### src/rtl/mem_port_arbiter.sv
// ---------------------------------------------------------------------------
// mem_port_arbiter
//
// Shares a single wishbone-simulator memory port between NREQ requesters
// (icache miss fetch, icache refill lanes, data side). Fixed priority with
// index 0 highest, a per-requester starvation counter that promotes a
// requester after STARVE_LIMIT lost arbitrations, one transaction in flight,
// and a response timeout that reports an error and then drains the late
// memory response.
//
// Ports
//   clk          in   1        rising-edge clock
//   rst_n        in   1        asynchronous active-low reset
//   i_req        in   NREQ     request level per requester, held until gnt
//   i_req_we     in   NREQ     write enable per requester
//   i_req_addr   in   32*NREQ  byte address, requester i at [32i+31:32i]
//   i_req_wdata  in   32*NREQ  write data, same packing as i_req_addr
//   o_gnt        out  NREQ     one-hot pulse: request accepted and latched
//   o_rsp_valid  out  NREQ     one-hot pulse to the owner on completion
//   o_rsp_err    out  1        qualifies o_rsp_valid, 1 = timeout
//   o_rsp_rdata  out  32       read data, valid with o_rsp_valid
//   o_mem_req    out  1        one-cycle request pulse to the memory port
//   o_mem_we     out  1        latched write enable
//   o_mem_addr   out  32       latched address
//   o_mem_wdata  out  32       latched write data
//   i_mem_busy   in   1        memory port busy, blocks arbitration in IDLE
//   i_mem_valid  in   1        memory response pulse
//   i_mem_rdata  in   32       memory read data
//   o_arb_busy   out  1        high whenever a transaction is in progress
// ---------------------------------------------------------------------------
module mem_port_arbiter #(
    parameter int NREQ         = 3,
    parameter int STARVE_LIMIT = 8,
    parameter int TIMEOUT      = 64
) (
    input  logic                 clk,
    input  logic                 rst_n,
    input  logic [NREQ-1:0]      i_req,
    input  logic [NREQ-1:0]      i_req_we,
    input  logic [32*NREQ-1:0]   i_req_addr,
    input  logic [32*NREQ-1:0]   i_req_wdata,
    output logic [NREQ-1:0]      o_gnt,
    output logic [NREQ-1:0]      o_rsp_valid,
    output logic                 o_rsp_err,
    output logic [31:0]          o_rsp_rdata,
    output logic                 o_mem_req,
    output logic                 o_mem_we,
    output logic [31:0]          o_mem_addr,
    output logic [31:0]          o_mem_wdata,
    input  logic                 i_mem_busy,
    input  logic                 i_mem_valid,
    input  logic [31:0]          i_mem_rdata,
    output logic                 o_arb_busy
);

    localparam int OW = (NREQ > 1) ? $clog2(NREQ) : 1;
    localparam int SW = $clog2(STARVE_LIMIT + 1);
    localparam int TW = $clog2(TIMEOUT + 1);

    localparam logic [SW-1:0] STARVE_MAX = SW'(STARVE_LIMIT);
    // The counter is cleared in ISSUE and counts from 0 in the first WAIT
    // cycle, so the TIMEOUT-th cycle after mem_req sees TIMEOUT-1.
    localparam logic [TW-1:0] TIMEOUT_LAST = TW'(TIMEOUT - 1);

    typedef enum logic [1:0] {
        IDLE  = 2'd0,
        ISSUE = 2'd1,
        WAIT  = 2'd2,
        DRAIN = 2'd3
    } state_t;

    state_t          r_state;
    state_t          w_next_state;

    logic [OW-1:0]   r_owner;
    logic            r_we;
    logic [31:0]     r_addr;
    logic [31:0]     r_wdata;
    logic [SW-1:0]   r_starve [NREQ];
    logic [TW-1:0]   r_tcount;

    logic            w_arb;
    logic            w_found;
    logic [OW-1:0]   w_winner;
    logic            w_sel_we;
    logic [31:0]     w_sel_addr;
    logic [31:0]     w_sel_wdata;
    logic            w_timeout;
    logic [NREQ-1:0] w_owner_hot;

    // An arbitration only happens in IDLE, with something requesting and
    // the memory port free. mem_busy freezes the starve counters too.
    assign w_arb = (r_state == IDLE) && (|i_req) && !i_mem_busy;

    // Winner selection: a promoted (starved) requester beats plain priority.
    // The promoted candidate must still be requesting, so a requester that
    // withdrew this cycle cannot be granted on a stale counter value.
    always_comb begin
        w_found  = 1'b0;
        w_winner = '0;
        for (int i = 0; i < NREQ; i++) begin
            if (!w_found && i_req[i] && (r_starve[i] == STARVE_MAX)) begin
                w_found  = 1'b1;
                w_winner = OW'(i);
            end
        end
        for (int i = 0; i < NREQ; i++) begin
            if (!w_found && i_req[i]) begin
                w_found  = 1'b1;
                w_winner = OW'(i);
            end
        end
    end

    // Pick the winner's request fields for latching.
    always_comb begin
        w_sel_we    = 1'b0;
        w_sel_addr  = '0;
        w_sel_wdata = '0;
        for (int i = 0; i < NREQ; i++) begin
            if (w_winner == OW'(i)) begin
                w_sel_we    = i_req_we[i];
                w_sel_addr  = i_req_addr[32*i +: 32];
                w_sel_wdata = i_req_wdata[32*i +: 32];
            end
        end
    end

    // One-hot decode of the latched owner for gnt/rsp_valid.
    always_comb begin
        w_owner_hot = '0;
        for (int i = 0; i < NREQ; i++) begin
            if (r_owner == OW'(i)) begin
                w_owner_hot[i] = 1'b1;
            end
        end
    end

    assign w_timeout = (r_state == WAIT) && (r_tcount == TIMEOUT_LAST);

    // State register.
    always_ff @(posedge clk or negedge rst_n) begin
        if (!rst_n) begin
            r_state <= IDLE;
        end else begin
            r_state <= w_next_state;
        end
    end

    // Next-state logic. A mem_valid coinciding with the timeout cycle wins
    // and completes normally.
    always_comb begin
        w_next_state = r_state;
        case (r_state)
            IDLE: begin
                if (w_arb) begin
                    w_next_state = ISSUE;
                end
            end
            ISSUE: begin
                w_next_state = WAIT;
            end
            WAIT: begin
                if (i_mem_valid) begin
                    w_next_state = IDLE;
                end else if (w_timeout) begin
                    w_next_state = DRAIN;
                end
            end
            DRAIN: begin
                if (i_mem_valid) begin
                    w_next_state = IDLE;
                end
            end
            default: begin
                w_next_state = IDLE;
            end
        endcase
    end

    // Output logic. Responses pass mem_valid/mem_rdata through in the same
    // cycle; a late response in DRAIN is swallowed.
    always_comb begin
        o_gnt       = '0;
        o_rsp_valid = '0;
        o_rsp_err   = 1'b0;
        o_rsp_rdata = '0;
        o_mem_req   = 1'b0;
        case (r_state)
            ISSUE: begin
                o_gnt     = w_owner_hot;
                o_mem_req = 1'b1;
            end
            WAIT: begin
                if (i_mem_valid) begin
                    o_rsp_valid = w_owner_hot;
                    o_rsp_rdata = i_mem_rdata;
                end else if (w_timeout) begin
                    o_rsp_valid = w_owner_hot;
                    o_rsp_err   = 1'b1;
                end
            end
            default: begin
            end
        endcase
    end

    assign o_mem_we    = r_we;
    assign o_mem_addr  = r_addr;
    assign o_mem_wdata = r_wdata;
    assign o_arb_busy  = (r_state != IDLE);

    // Transaction latch. Captured at arbitration and held until the next
    // one, so later changes on the requester side cannot disturb the port.
    always_ff @(posedge clk or negedge rst_n) begin
        if (!rst_n) begin
            r_owner <= '0;
            r_we    <= 1'b0;
            r_addr  <= '0;
            r_wdata <= '0;
        end else if (w_arb) begin
            r_owner <= w_winner;
            r_we    <= w_sel_we;
            r_addr  <= w_sel_addr;
            r_wdata <= w_sel_wdata;
        end
    end

    // Starve counters: a dropped request clears its counter in any cycle;
    // during an arbitration the winner clears and requesting losers count
    // up, saturating at the promotion threshold.
    always_ff @(posedge clk or negedge rst_n) begin
        if (!rst_n) begin
            for (int i = 0; i < NREQ; i++) begin
                r_starve[i] <= '0;
            end
        end else begin
            for (int i = 0; i < NREQ; i++) begin
                if (!i_req[i]) begin
                    r_starve[i] <= '0;
                end else if (w_arb) begin
                    if (w_winner == OW'(i)) begin
                        r_starve[i] <= '0;
                    end else if (r_starve[i] != STARVE_MAX) begin
                        r_starve[i] <= r_starve[i] + SW'(1);
                    end
                end
            end
        end
    end

    // Response timeout counter, restarted every time a request is issued.
    always_ff @(posedge clk or negedge rst_n) begin
        if (!rst_n) begin
            r_tcount <= '0;
        end else if (r_state == ISSUE) begin
            r_tcount <= '0;
        end else if (r_state == WAIT) begin
            r_tcount <= r_tcount + TW'(1);
        end
    end

endmodule

### config.mk
export PLATFORM = sky130hd
export DESIGN_NAME = mem_port_arbiter
export DESIGN_NICKNAME = d
export VERILOG_FILES = /design/src/rtl/mem_port_arbiter.sv
export SDC_FILE = /design/constraint.sdc
export NUM_CORES = 1
export LEC_CHECK = 0
export ABC_AREA = 1
export CAP_MARGIN = 5
export CORE_AREA = 5 5 130 132
export DETAILED_ROUTE_END_ITERATION = 10
export DIE_AREA = 0 0 135 137
export PLACE_DENSITY = 0.81
export SYNTH_ARGS = -nofsm -noshare
export SYNTH_HDL_FRONTEND = slang
export SYNTH_SLANG_ARGS = --single-unit
### constraint.sdc
create_clock -name clk -period 4.2 [get_ports clk]
set_input_delay 0.42 -clock clk [delete_from_list [all_inputs] [get_ports clk]]
set_output_delay 0.42 -clock clk [all_outputs]
set_load 0.03 [all_outputs]
==> flow_metrics.tcl <==
set metrics [dict create \
    status "finished, final reports clean" \
    seqCellArea_um2 2200 \
    drc_errors 0 \
    dr.pass1.iters 7 \
    h-tree-depth 3 \
    synth.distinct_cells 34 \
    slowest_delay_ns 0.74 \
    ant_nets 0 \
    timing.fmax_mhz 314 \
    die_h_um 137 \
    cts-resized-gates 0 \
    cellLeakagePower_nw 4.48 \
    drtIter0Drc 273 \
    cts_buffers 9 \
    crit_type "register to output port" \
    finalNonFillerCells 1354 \
    clock_skew_ns 0.00492 \
    area_growth_pct 61.9 \
    grt_setup_unrepaired "no" \
    dp.cells 1338 \
    totalNegativeSetupSlack_ns 0 \
    yosys_warnings 0 \
    grt_max_degree 71 \
    min_path_type "input pin to asynchronous set/reset pin" \
    fillers 1372 \
    slew_headroom_pct 29.6 \
    path_cells "inv_1 > ha_1 > nand2_1 > nor2_1 > clkdlybuf4s50_1" \
    critPathRequiredTime_ns 3.78 \
    cts.clk_slew.worst_paths_ns 0.06 \
    cp_slowest_cell "clkdlybuf4s50_1" \
    hpwl_mm 16.3 \
    vdd_drop_max_mv 0.404 \
    synthCells 817 \
    fin_crit_sh_pct 75.8 \
    wl_mm 21.1 \
    drive_gt1_share_pct 15.6 \
    worst_setup_path_end_kind "output port" \
    core_um2 15600 \
    ios 340 \
    rr_startpoint "r_starve[0]" \
    post_cts_buffers 0 \
    ys_seq_elements 88 \
    grt_first_pass_wirelength_mm 31.9 \
    die_w_um 135 \
    async_flop_share_pct 100 \
    portBuffers 339 \
    place.gp.congestion 0.849 \
    worst-path-max-fanout 32 \
    grt_pass1_vias 5962 \
    rows 46 \
    vias 6149 \
    yosysTopAreaCell "dfrtp_1" \
    syn_nets 1063 \
    ys_seq_area_share_pct 36.6 \
    clk_path_buf_depth 2 \
    setup_viol 0 \
    grt-ovfl-total 0 \
    synth.top_cell.area_share_pct 36.6 \
    layout_common_cells "338 x clkdlybuf4s50_1, 165 x nand2_1, 128 x inv_1" \
    ctsHoldBuffers 0 \
    antenna_found_initial 0 \
    syn_avg_cell_area_um2 7.37 \
    wl_per_cell_um 15.6 \
    fin_crit_ns 3.19 \
    synth-edff-count 0 \
    yosys-top-cells-area "dfrtp_1 37%, nand2_1 10%, inv_1 8.0%, nand3_1 7.5%, nand2_2 6.7%" \
    start_util_pct 38.6 \
    insertion_delay_ns 0.34 \
    multi_input_area_um2 3020 \
    fp.dieArea_um2 18500 \
    slew_viol_final 0 \
    reg2reg_depth 10 \
    final_nets 1379 \
    tightest_slew_ns 1.06 \
    worstSetupStartpointType "register" \
    antennaDiodeCount 0 \
    cts.root.buffer_cell "clkbuf_16" \
    hold_viol 0 \
    synthesis.area_um2 6020 \
    crit_start "r_state[0]" \
    cp.arrival_ns 2.77 \
    holdWs_ns 0.0903 \
    drv_cap 0 \
    vias_per_cell 4.54 \
    cts_tree "yes" \
    power.density_nw_per_um2 549 \
    synth_ff_type "dfrtp_1" \
    grt_use_total_pct 21.9 \
    cts.sinks 88 \
    layout_commonest_cell "clkdlybuf4s50_1" \
]
[per-stage QoR]
stage	util (%)	instance area (um2)	setup slack [ns]	power, mW
finish	62.5	9740	1.01	5.35
global route	62.5	9740	0.802	5.71
CTS	62.5	9740	0.997	5.41
detailed placement	60.4	9410	1.17	4.51
global placement	60.4	9410	1.31	4.45
floorplan	-	6020	2.34	3.21
[where the power goes]
part / total [mW] / switching, mW / internal, mW
clock: 0.878 / 0.339 / 0.539
combinational: 3.09 / 1.77 / 1.32
sequential: 1.39 / 0.176 / 1.21
total: 5.35 / 2.28 / 3.07
[cell type report]
cell class              count  area share, %
clock buffers              10           2.45
repair buffers            342           35.0
inverters                 133           5.20
multi-input cells         559           31.0
flip-flops and latches     88           22.6
well taps                 216           2.77
clock inverters             6          0.937
[critical path: cells and delay by family (launching register included)]
family,cells,cell delay [ns]
DFF,1,0.40
adders and majority gates,1,0.21
buffers and inverters,2,0.90
and+or+nand+nor,2,0.90
[layer usage]
layer,GRT usage (%),routed length (um),up-vias
li1,-,-,3135
met1,27.6,8930,2793
met2,37.6,10400,199
met3,5.81,1500,22
met4,5.38,286,0
met5,0,0,-
[state kept, by name (all words and copies together) (netlist names)]
name,count
r_owner,2
o_mem_addr,32
r_starve,12
o_mem_we,1
r_tcount,7
r_state,2
o_mem_wdata,32
[cell families after synthesis]
| logic type | Yosys count | synth area share (%) |
|---|---|---|
| compound gates | 87 | 9.75 |
| xor+xnor | 6 | 0.873 |
| fa+ha+maj | 12 | 2.49 |
| buf+inv | 170 | 13.4 |
| flops | 88 | 36.6 |
| simple gates | 454 | 36.9 |
[path summary, 6_finish.rpt]
path	to	slack (ns)
max	o_rsp_rdata[16]	1.01
min	o_mem_wdata[17]	0.09
max reg2reg	o_mem_addr[4]	1.72
min reg2reg	o_mem_addr[15]	0.49
max in group asynchronous	o_mem_wdata[31]	3.11
min in group clk	o_mem_addr[15]	0.49
[cell usage after synthesis, types with 12 or more instances]
master    number
a21oi_1       31
a21oi_2       38
clkbuf_1      16
dfrtp_1       88
ha_1          12
inv_1        128
nand2_1      165
nand2_2       64
nand3_1       90
nor2_1        52
or2_1         22
or2_2         40
(Power assumes the default switching activity.)
